===== src/rtl/robs_mult_arbiter_if.sv =====
// rtl/robs_mult_arbiter_if.sv - client request and response bundle for the shared multiplier arbiter
interface robs_mult_arbiter_if #(
  parameter int N_REQ = 4,
  parameter int WIDTH = 8
);
  localparam int IDW = $clog2(N_REQ);

  logic [N_REQ-1:0]       req;
  logic [N_REQ*WIDTH-1:0] a_in;
  logic [N_REQ*WIDTH-1:0] b_in;
  logic [N_REQ-1:0]       ack;
  logic                   rsp_valid;
  logic                   rsp_ready;
  logic [IDW-1:0]         rsp_id;
  logic [2*WIDTH-1:0]     rsp_product;
  logic                   rsp_err;

  modport master (
    output req, a_in, b_in, rsp_ready,
    input  ack, rsp_valid, rsp_id, rsp_product, rsp_err
  );

  modport slave (
    input  req, a_in, b_in, rsp_ready,
    output ack, rsp_valid, rsp_id, rsp_product, rsp_err
  );
endinterface


===== src/rtl/robs_mult_arbiter.sv =====
// rtl/robs_mult_arbiter.sv - round-robin arbiter and job sequencer sharing one multiplier between clients
module robs_mult_arbiter #(
  parameter int N_REQ   = 4,
  parameter int WIDTH   = 8,
  parameter int TIMEOUT = 63
) (
  input  logic                 clk,
  input  logic                 reset,
  robs_mult_arbiter_if.slave   bus,
  output logic                 mul_start,
  output logic [WIDTH-1:0]     mul_a,
  output logic [WIDTH-1:0]     mul_b,
  input  logic                 mul_done,
  input  logic [2*WIDTH-1:0]   mul_product
);
  localparam int IDW = $clog2(N_REQ);
  localparam logic [7:0] CNT_LAST = 8'(TIMEOUT - 1);

  typedef enum logic [1:0] {IDLE, START, RUN, RESP} state_t;

  state_t             state;
  state_t             state_nxt;
  logic [IDW-1:0]     ptr;
  logic [IDW-1:0]     idx;
  logic [IDW-1:0]     winner;
  logic               found;
  logic [IDW-1:0]     rsp_id_q;
  logic [7:0]         cnt;
  logic [WIDTH-1:0]   sel_a;
  logic [WIDTH-1:0]   sel_b;
  logic [2*WIDTH-1:0] product_q;
  logic               err_q;
  logic [N_REQ-1:0]   ack_v;
  logic               rsp_valid_v;

  // First requester at or after ptr, wrapping modulo N_REQ.
  always_comb begin
    found  = 1'b0;
    winner = '0;
    idx    = '0;
    for (int k = 0; k < N_REQ; k++) begin
      idx = IDW'((int'(ptr) + k) % N_REQ);
      if (!found && bus.req[idx]) begin
        found  = 1'b1;
        winner = idx;
      end
    end
  end

  always_comb begin
    sel_a = '0;
    sel_b = '0;
    for (int k = 0; k < N_REQ; k++) begin
      if (IDW'(k) == winner) begin
        sel_a = bus.a_in[k*WIDTH +: WIDTH];
        sel_b = bus.b_in[k*WIDTH +: WIDTH];
      end
    end
  end

  always_ff @(posedge clk) begin
    if (reset) state <= IDLE;
    else       state <= state_nxt;
  end

  always_comb begin
    state_nxt = state;
    case (state)
      IDLE:    if (found) state_nxt = START;
      START:   state_nxt = RUN;
      RUN:     if (mul_done || cnt == CNT_LAST) state_nxt = RESP;
      RESP:    if (bus.rsp_ready) state_nxt = IDLE;
      default: state_nxt = IDLE;
    endcase
  end

  // mul_done only matters in RUN; a sticky done left over from the previous job is ignored.
  always_ff @(posedge clk) begin
    if (reset) begin
      ptr       <= '0;
      rsp_id_q  <= '0;
      mul_a     <= '0;
      mul_b     <= '0;
      product_q <= '0;
      err_q     <= 1'b0;
      cnt       <= '0;
    end else begin
      case (state)
        IDLE: begin
          if (found) begin
            mul_a    <= sel_a;
            mul_b    <= sel_b;
            rsp_id_q <= winner;
          end
        end
        START: cnt <= '0;
        RUN: begin
          cnt <= cnt + 8'd1;
          if (mul_done) begin
            product_q <= mul_product;
            err_q     <= 1'b0;
          end else if (cnt == CNT_LAST) begin
            product_q <= '0;
            err_q     <= 1'b1;
          end
        end
        RESP: begin
          if (bus.rsp_ready)
            ptr <= (rsp_id_q == IDW'(N_REQ - 1)) ? '0 : rsp_id_q + 1'b1;
        end
        default: ;
      endcase
    end
  end

  always_comb begin
    ack_v = '0;
    if (state == START) ack_v[rsp_id_q] = 1'b1;
    mul_start   = (state == START);
    rsp_valid_v = (state == RESP);
  end

  assign bus.ack         = ack_v;
  assign bus.rsp_valid   = rsp_valid_v;
  assign bus.rsp_id      = rsp_id_q;
  assign bus.rsp_product = product_q;
  assign bus.rsp_err     = err_q;
endmodule


===== src/flat_wrapper.sv =====
// flat-port wrapper written by rule: the top's interface ports become plain ports
module robs_mult_arbiter_flat 
#(
  parameter int N_REQ   = 4,
  parameter int WIDTH   = 8,
  parameter int TIMEOUT = 63
)
  (clk, reset, mul_start, mul_a, mul_b, mul_done, mul_product, bus_req, bus_a_in, bus_b_in, bus_rsp_ready, bus_ack, bus_rsp_valid, bus_rsp_id, bus_rsp_product, bus_rsp_err);
  robs_mult_arbiter_if #(.N_REQ(N_REQ), .WIDTH(WIDTH)) bus_i ();
  input  logic clk;
  input  logic reset;
  output logic mul_start;
  output logic [WIDTH-1:0] mul_a;
  output logic [WIDTH-1:0] mul_b;
  input  logic mul_done;
  input  logic [2*WIDTH-1:0] mul_product;
  input wire logic [$bits(bus_i.req)-1:0] bus_req;
  input wire logic [$bits(bus_i.a_in)-1:0] bus_a_in;
  input wire logic [$bits(bus_i.b_in)-1:0] bus_b_in;
  input wire logic [$bits(bus_i.rsp_ready)-1:0] bus_rsp_ready;
  output wire logic [$bits(bus_i.ack)-1:0] bus_ack;
  output wire logic [$bits(bus_i.rsp_valid)-1:0] bus_rsp_valid;
  output wire logic [$bits(bus_i.rsp_id)-1:0] bus_rsp_id;
  output wire logic [$bits(bus_i.rsp_product)-1:0] bus_rsp_product;
  output wire logic [$bits(bus_i.rsp_err)-1:0] bus_rsp_err;
  assign bus_i.req = bus_req;
  assign bus_i.a_in = bus_a_in;
  assign bus_i.b_in = bus_b_in;
  assign bus_i.rsp_ready = bus_rsp_ready;
  assign bus_ack = bus_i.ack;
  assign bus_rsp_valid = bus_i.rsp_valid;
  assign bus_rsp_id = bus_i.rsp_id;
  assign bus_rsp_product = bus_i.rsp_product;
  assign bus_rsp_err = bus_i.rsp_err;
  robs_mult_arbiter #(.N_REQ(N_REQ), .WIDTH(WIDTH), .TIMEOUT(TIMEOUT)) u_core (.clk(clk), .reset(reset), .bus(bus_i), .mul_start(mul_start), .mul_a(mul_a), .mul_b(mul_b), .mul_done(mul_done), .mul_product(mul_product));
endmodule

===== config.mk =====
export PLATFORM = sky130hd
export DESIGN_NAME = robs_mult_arbiter_flat
export DESIGN_NICKNAME = d
export VERILOG_FILES = /design/src/rtl/robs_mult_arbiter_if.sv /design/src/rtl/robs_mult_arbiter.sv /design/src/flat_wrapper.sv
export SDC_FILE = /design/constraint.sdc
export NUM_CORES = 1
export LEC_CHECK = 0
export ABC_AREA = 1
export CAP_MARGIN = 40
export CELL_PAD_IN_SITES_DETAIL_PLACEMENT = 0
export CELL_PAD_IN_SITES_GLOBAL_PLACEMENT = 1
export CORE_MARGIN = 2
export CORE_UTILIZATION = 25
export CTS_CLUSTER_DIAMETER = 80
export DETAILED_ROUTE_END_ITERATION = 8
export GPL_TIMING_DRIVEN = 0
export PLACE_DENSITY_LB_ADDON = 0.05
export SYNTH_ARGS = -nofsm -noshare
export SYNTH_HDL_FRONTEND = slang
export SYNTH_SLANG_ARGS = --single-unit

===== constraint.sdc =====
create_clock -name clk -period 1.9 [get_ports clk]
set_input_delay 0.57 -clock clk [delete_from_list [all_inputs] [get_ports clk]]
set_output_delay 0.57 -clock clk [all_outputs]
set_load 0.02 [all_outputs]

# ---- After elaboration in Yosys (flattened, before gate mapping)
# Cells that the tools add are included.
dict set report word_totals {
  regBits 47
  latchBits 0
  ram_bits 0
  rom_bits 0
  inputBits 88
  output_inout_bits 41
  n_memories 0
}
dict set report op_classes {
  addsub 5
  n_mul 0
  div 0
  n_lt_le_gt_ge 6
  n_eq_ne 11
  shifts 0
  mux 37
  n_bitwise 0
  reduce_logical 16
}
# operator count
set op_table {}
lappend op_table {{$mux W8} 8}
lappend op_table {{$mux W16} 2}
lappend op_table {{$mux W2} 8}
lappend op_table {{$pmux W8 S2} 1}
lappend op_table {{$lt A2 B3 Y1 const B} 5}
lappend op_table {{$mux W1} 11}
lappend op_table {{$add A8 B1 Y8 const B} 1}
lappend op_table {{$bmux W1 S2} 4}
lappend op_table {{$eq A8 B6 Y1 const B} 1}
lappend op_table {{$pmux W2 S4} 1}
lappend op_table {{$eq A2 B2 Y1 const B} 3}
lappend op_table {{$reduce_and A2 Y1} 3}
lappend op_table {{$add A2 B1 Y2 const B} 2}
lappend op_table {{$add A2 B2 Y2 const B} 2}
lappend op_table {{$eq A2 B2 Y1 const A} 2}
lappend op_table {{$logic_and A1 B1 Y1} 4}
lappend op_table {{$logic_not A2 Y1} 2}
lappend op_table {{$mux W4} 1}
lappend op_table {{$ne A2 B1 Y1 const B} 2}
lappend op_table {{$reduce_bool A2 Y1} 2}
lappend op_table {{$logic_not A1 Y1} 3}
lappend op_table {{$reduce_and A3 Y1} 1}
lappend op_table {{$demux W1 S2} 1}
lappend op_table {{$eq A1 B2 Y1 const A} 1}
lappend op_table {{other kinds (4)} 4}

# ---- Depth between registers and ports, before layout
dict set report logic_depth {
  word_depth 17
  mapped_depth 16
  ltp_nobuf 15
}

# ---- Least setup slack after synthesis
# No wires, ideal clock.
dict set report synth_timing {
  kind {in2reg}
  start {input port bus_req[0]}
  end {register u_core.mul_a[5]}
  setup_time_ns 0.139
  arrival_time_ns 1.752
  setup_slack_ns 0.009
  path_stages 15
  n_path_buf 2
  path_cell_list {inv_1 nand2_1 nand3_2 nand2_1 inv_1 nand3_1 nor2_1 nor2_2 buf_4 buf_6 nor2_1 nor2_1 nand3_1 nand2_1 a21oi_2}
}
dict set report synth_via {
  elab_chain_len 17
}
# element line
set synth_lines {}
lappend synth_lines {{from (decl)} flat_wrapper.sv:17} ;# input wire logic [$bits(bus_i.req)-1:0] bus_req;
lappend synth_lines {{$bmux W1 S2} robs_mult_arbiter.sv:43} ;# if (!found && bus.req[idx]) begin
lappend synth_lines {{$mux W1 (not written as such)} robs_mult_arbiter.sv:43}
lappend synth_lines {{$mux W1} robs_mult_arbiter.sv:43}
lappend synth_lines {{$logic_not A1 Y1} robs_mult_arbiter.sv:43}
lappend synth_lines {{$logic_and A1 B1 Y1} robs_mult_arbiter.sv:43}
lappend synth_lines {{$mux W1} robs_mult_arbiter.sv:43}
lappend synth_lines {{$logic_not A1 Y1} robs_mult_arbiter.sv:43}
lappend synth_lines {{$logic_and A1 B1 Y1} robs_mult_arbiter.sv:43}
lappend synth_lines {{$mux W1} robs_mult_arbiter.sv:43}
lappend synth_lines {{$logic_not A1 Y1} robs_mult_arbiter.sv:43}
lappend synth_lines {{$logic_and A1 B1 Y1} robs_mult_arbiter.sv:43}
lappend synth_lines {{$mux W2} robs_mult_arbiter.sv:43}
lappend synth_lines {{$logic_not A2 Y1} robs_mult_arbiter.sv:54} ;# if (IDW'(k) == winner) begin
lappend synth_lines {{$mux W8 (4 in series)} robs_mult_arbiter.sv:54}
lappend synth_lines {{to (signal assigned)} robs_mult_arbiter.sv:91} ;# mul_a <= sel_a;
lappend synth_lines {{to (decl)} robs_mult_arbiter.sv:11} ;# output logic [WIDTH-1:0] mul_a,
# Several ways; a longest one is shown, not always the timed one. The select of a mux whose other input is x is not followed.
# A chain may end at the register's enable or synchronous reset.

# ---- Worst setup path after layout
dict set report layout_timing {
  start {register u_core.ptr[0]}
  end {register u_core.mul_a[6]}
}
dict set report layout_via {
  elab_chain_len 17
}
# element line
set layout_lines {}
lappend layout_lines {{from (decl)} robs_mult_arbiter.sv:23} ;# logic [IDW-1:0] ptr;
lappend layout_lines {{from (signal assigned)} robs_mult_arbiter.sv:109} ;# ptr <= (rsp_id_q == IDW'(N_REQ - 1)) ? '0 : rsp_id_q + 1'b1;
lappend layout_lines {{parallel branches: the longest is 17 deep, another holds $add A2 B1 Y2} --}
# Several ways; the timed one is not identified. The select of a mux whose other input is x is not followed.

==> run_summary.xml <==
<?xml version="1.0" encoding="UTF-8"?>
<metrics>
  <group name="run_status">
    <metric name="outcome" unit="">complete, but fails checks</metric>
    <metric name="violations" unit="">setup timing</metric>
  </group>
  <group name="sta">
    <metric name="grt_setup_unrepaired" unit="">yes</metric>
    <metric name="worst_clock_skew" unit="ns">0.00918</metric>
    <metric name="final_hold_viol_count" unit="">0</metric>
    <metric name="holdWs" unit="ns">0.463</metric>
    <metric name="finalWorstPathRequiredPeriod" unit="ns">2.01</metric>
    <metric name="max_slew_margin" unit="%">47.1</metric>
    <metric name="fmaxAchievable" unit="MHz">497</metric>
    <metric name="worstMarginPinSlew" unit="ns">0.793</metric>
    <metric name="layout_worst_path_cycle_share" unit="%">106</metric>
    <metric name="worst_slack" unit="ns">-0.111</metric>
    <metric name="report.final.slew_viol_count" unit="">0</metric>
    <metric name="fin_setup_tns" unit="ns">-0.960</metric>
    <metric name="report.final.setup_viol" unit="">12</metric>
  </group>
  <group name="yosys">
    <metric name="synth_seq_area_share" unit="%">32.1</metric>
    <metric name="ys_async_sr_fraction" unit="%">0</metric>
    <metric name="syn_area" unit="um^2">2930</metric>
    <metric name="yosys.cell_types.count" unit="">27</metric>
    <metric name="number_of_synthesized_flops_with_an_enable_pin" unit="">0</metric>
    <metric name="synth-main-ff-cell" unit="">sky130_fd_sc_hd__dfxtp_1</metric>
    <metric name="synth_fp_nets" unit="">573</metric>
    <metric name="synth-warning-count" unit="">0</metric>
    <metric name="yosys_register_bits" unit="">47</metric>
    <metric name="avgSynthCellArea" unit="um^2">6.17</metric>
    <metric name="synth_cells" unit="">475</metric>
  </group>
  <group name="floorplan">
    <metric name="total_die_area" unit="um^2">12600</metric>
    <metric name="core-area" unit="um^2">11400</metric>
    <metric name="floorplan.initialDensity" unit="%">25.7</metric>
    <metric name="chipWidth" unit="um">112</metric>
    <metric name="chip_height" unit="um">112</metric>
    <metric name="core.rowCount" unit="">39</metric>
    <metric name="io_pins" unit="">129</metric>
  </group>
  <group name="route">
    <metric name="vias" unit="">3334</metric>
    <metric name="drt-vias-per-instance" unit="">4.32</metric>
    <metric name="remaining_drc_errors" unit="">0</metric>
    <metric name="m1WireLength" unit="mm">4.66</metric>
    <metric name="antenna_left" unit="">0</metric>
    <metric name="wl_per_cell" unit="um">13.3</metric>
    <metric name="length_of_the_first_detailed_routing_pass_in_iterations" unit="">4</metric>
    <metric name="routed_length_on_met3" unit="um">648</metric>
    <metric name="dr.max_layer_used" unit="">met4</metric>
    <metric name="drt-initial-drc-count" unit="">83</metric>
    <metric name="wirelength" unit="mm">10.2</metric>
    <metric name="met2_wirelength" unit="mm">4.77</metric>
  </group>
  <group name="layout">
    <metric name="final-seq-area" unit="um^2">953</metric>
    <metric name="diodes" unit="">0</metric>
    <metric name="fraction_of_layout_cells_with_a_size_suffix_above_1" unit="%">25.3</metric>
    <metric name="fin_cells" unit="">771</metric>
    <metric name="mostFrequentLayoutCells" unit="">sky130_fd_sc_hd__nand2_1, sky130_fd_sc_hd__clkdlybuf4s50_1, sky130_fd_sc_hd__inv_1</metric>
    <metric name="combined_area_of_the_multi_input_logic_cells" unit="um^2">1940</metric>
    <metric name="area_growth" unit="%">77.7</metric>
    <metric name="final_core_util" unit="%">45.6</metric>
    <metric name="number_of_fill_cells" unit="">1195</metric>
    <metric name="layout_commonest_cell" unit="">sky130_fd_sc_hd__nand2_1</metric>
    <metric name="nNetsFinal" unit="">725</metric>
  </group>
  <group name="power_and_ir_drop">
    <metric name="cellPowerDensity" unit="nW/um^2">1160</metric>
    <metric name="power.static_leakage" unit="nW">2.31</metric>
    <metric name="vdd_drop_max" unit="mV">0.493</metric>
  </group>
  <group name="global_routing">
    <metric name="grt_overflow" unit="">0</metric>
    <metric name="grt.total_usage" unit="%">16.3</metric>
    <metric name="grt_pass1_wl" unit="mm">16.6</metric>
    <metric name="largest_net_degree_at_the_start_of_global_routing" unit="">17</metric>
    <metric name="antenna_found_initial" unit="">0</metric>
    <metric name="grt_pass1_vias" unit="">3458</metric>
  </group>
  <group name="worst_setup_path">
    <metric name="critical_path_required" unit="ns">2.05</metric>
    <metric name="cp.arrival" unit="ns">2.16</metric>
    <metric name="critPathCaptureType" unit="">flip-flop</metric>
    <metric name="crit_path_max_fanout" unit="">5</metric>
    <metric name="setup.worst_path.start_class" unit="">flip-flop</metric>
    <metric name="worstSetupPathType" unit="">reg -&gt; reg</metric>
  </group>
  <group name="cts">
    <metric name="cts-buffers-inserted" unit="">5</metric>
    <metric name="cts.sink_count" unit="">47</metric>
    <metric name="clock_tree.htree_level_count" unit="">2</metric>
    <metric name="clk_pin_slew_worst_paths" unit="ns">0.07</metric>
    <metric name="cts_tree" unit="">done</metric>
    <metric name="clock_tree.buffer_depth" unit="">2</metric>
    <metric name="clock-root-buffer" unit="">sky130_fd_sc_hd__clkbuf_16</metric>
    <metric name="clkLatencyLatePin" unit="ns">0.29</metric>
  </group>
  <group name="run">
    <metric name="max_cap_viol_count" unit="">0</metric>
  </group>
  <group name="place">
    <metric name="post-place-cells" unit="">745</metric>
    <metric name="io_buffer_count" unit="">127</metric>
    <metric name="place_worst_setup_slack" unit="ns">-0.904</metric>
    <metric name="detailed_place_hpwl" unit="mm">7.38</metric>
    <metric name="placer_congestion_estimate" unit="">0.819</metric>
  </group>
  <group name="hold_path">
    <metric name="hold_path.class" unit="">reg -&gt; reg</metric>
  </group>
</metrics>
-- critical path, cell delays in order, from the launching register on --
cell and delay (ns):
sky130_fd_sc_hd__dfxtp_4 0.39, sky130_fd_sc_hd__buf_8 0.14, sky130_fd_sc_hd__nand2_4 0.07, sky130_fd_sc_hd__nand2_2 0.08, sky130_fd_sc_hd__nand2_1 0.06, sky130_fd_sc_hd__nand2_2 0.11
sky130_fd_sc_hd__nand3_4 0.10, sky130_fd_sc_hd__nor2_4 0.13, sky130_fd_sc_hd__nor2_4 0.06, sky130_fd_sc_hd__nor2_4 0.12, sky130_fd_sc_hd__buf_6 0.15, sky130_fd_sc_hd__buf_12 0.12
sky130_fd_sc_hd__buf_12 0.10, sky130_fd_sc_hd__nand2_1 0.04, sky130_fd_sc_hd__nand2_1 0.05, sky130_fd_sc_hd__inv_1 0.04, sky130_fd_sc_hd__nand2_1 0.07, sky130_fd_sc_hd__a21oi_2 0.05
-- power by group --
group / leakage, nW / internal, W / switching (W) / total (W)
sequential: 0.386 / 0.00124 / 0.000188 / 0.00143
combinational: 1.85 / 0.00169 / 0.00199 / 0.00368
clock: 0.0731 / 0.000526 / 0.000391 / 0.000918
-- cell families (layout without fill, tap and decap cells) --
family / Yosys count / in the layout / synth area share, %
AO/OA/AOI/OAI: 63 / 63 / 11.9
adder cells (fa/ha/maj): 10 / 10 / 4.27
buffers and inverters: 93 / 246 / 14.1
flip-flops: 47 / 47 / 32.1
AND/OR/NAND/NOR: 262 / 262 / 37.6
-- Yosys cell counts (3+ instances only) --
| cell | n | area, um^2 |
|---|---|---|
| sky130_fd_sc_hd__nand2_1 | 164 | 616 |
| sky130_fd_sc_hd__inv_1 | 70 | 263 |
| sky130_fd_sc_hd__dfxtp_1 | 47 | 941 |
| sky130_fd_sc_hd__nor2_1 | 40 | 150 |
| sky130_fd_sc_hd__a21oi_1 | 38 | 190 |
| sky130_fd_sc_hd__nand3_1 | 36 | 180 |
| sky130_fd_sc_hd__o21ai_0 | 14 | 70.1 |
| sky130_fd_sc_hd__ha_1 | 10 | 125 |
| sky130_fd_sc_hd__a21oi_2 | 7 | 61.3 |
| sky130_fd_sc_hd__buf_6 | 7 | 78.8 |
| sky130_fd_sc_hd__clkbuf_1 | 7 | 26.3 |
| sky130_fd_sc_hd__nand2_2 | 7 | 43.8 |
| sky130_fd_sc_hd__nor3_1 | 5 | 25.0 |
| sky130_fd_sc_hd__buf_2 | 3 | 15.0 |
| sky130_fd_sc_hd__nor2_2 | 3 | 18.8 |
-- routing by layer --
metal  up-vias  track usage, %
met5         -               0
li1       1771               -
met2        85            28.0
met4         0            4.15
met3        10            4.43
met1      1468            20.2
-- final cells by class --
| type | count | share of cell area (%) |
|---|---|---|
| buffer | 16 | 2.98 |
| clock buffer | 6 | 2.67 |
| clock inverter | 2 | 0.313 |
| inverter | 73 | 5.53 |
| multi-input combinational | 335 | 37.3 |
| sequential | 47 | 18.3 |
| tap | 143 | 3.44 |
| timing repair buffer | 149 | 29.5 |
-- flip-flops by register name, summed over array words and instances, names as in the netlist --
name                    cells
u_core.cnt                  8
u_core.bus.rsp_id           2
u_core.ptr                  2
u_core.bus.rsp_err          1
u_core.bus.rsp_product     16
u_core.mul_b                8
u_core.state                2
u_core.mul_a                8
-- final timing paths --
kind                                                 start                          to  slack (ns)  cells past startpoint
worst max-delay path                         u_core.ptr[0]             u_core.mul_a[6]       -0.11                     17
worst min-delay path            u_core.bus.rsp_product[12]  u_core.bus.rsp_product[12]        0.46                      2
worst max register to register               u_core.ptr[0]             u_core.mul_a[6]       -0.11                     17
worst min register to register  u_core.bus.rsp_product[12]  u_core.bus.rsp_product[12]        0.46                      2
-- per-stage QoR --
stage	instance area [um^2]	total power [W]
global route	5200	0.00651
finish	5200	0.00603
global placement	4380	0.00437
detailed placement	4380	0.00438
floorplan	2930	0.00323
CTS	5030	0.00589
-- repair_timing --
item	CTS	global route
cloned	3	1
endpoints found under the setup margin	38	38
gates resized for setup	120	56
pin swaps	44	45
hold buffers	0	0
buffers inserted	16	3
(Power assumes the default switching activity.)
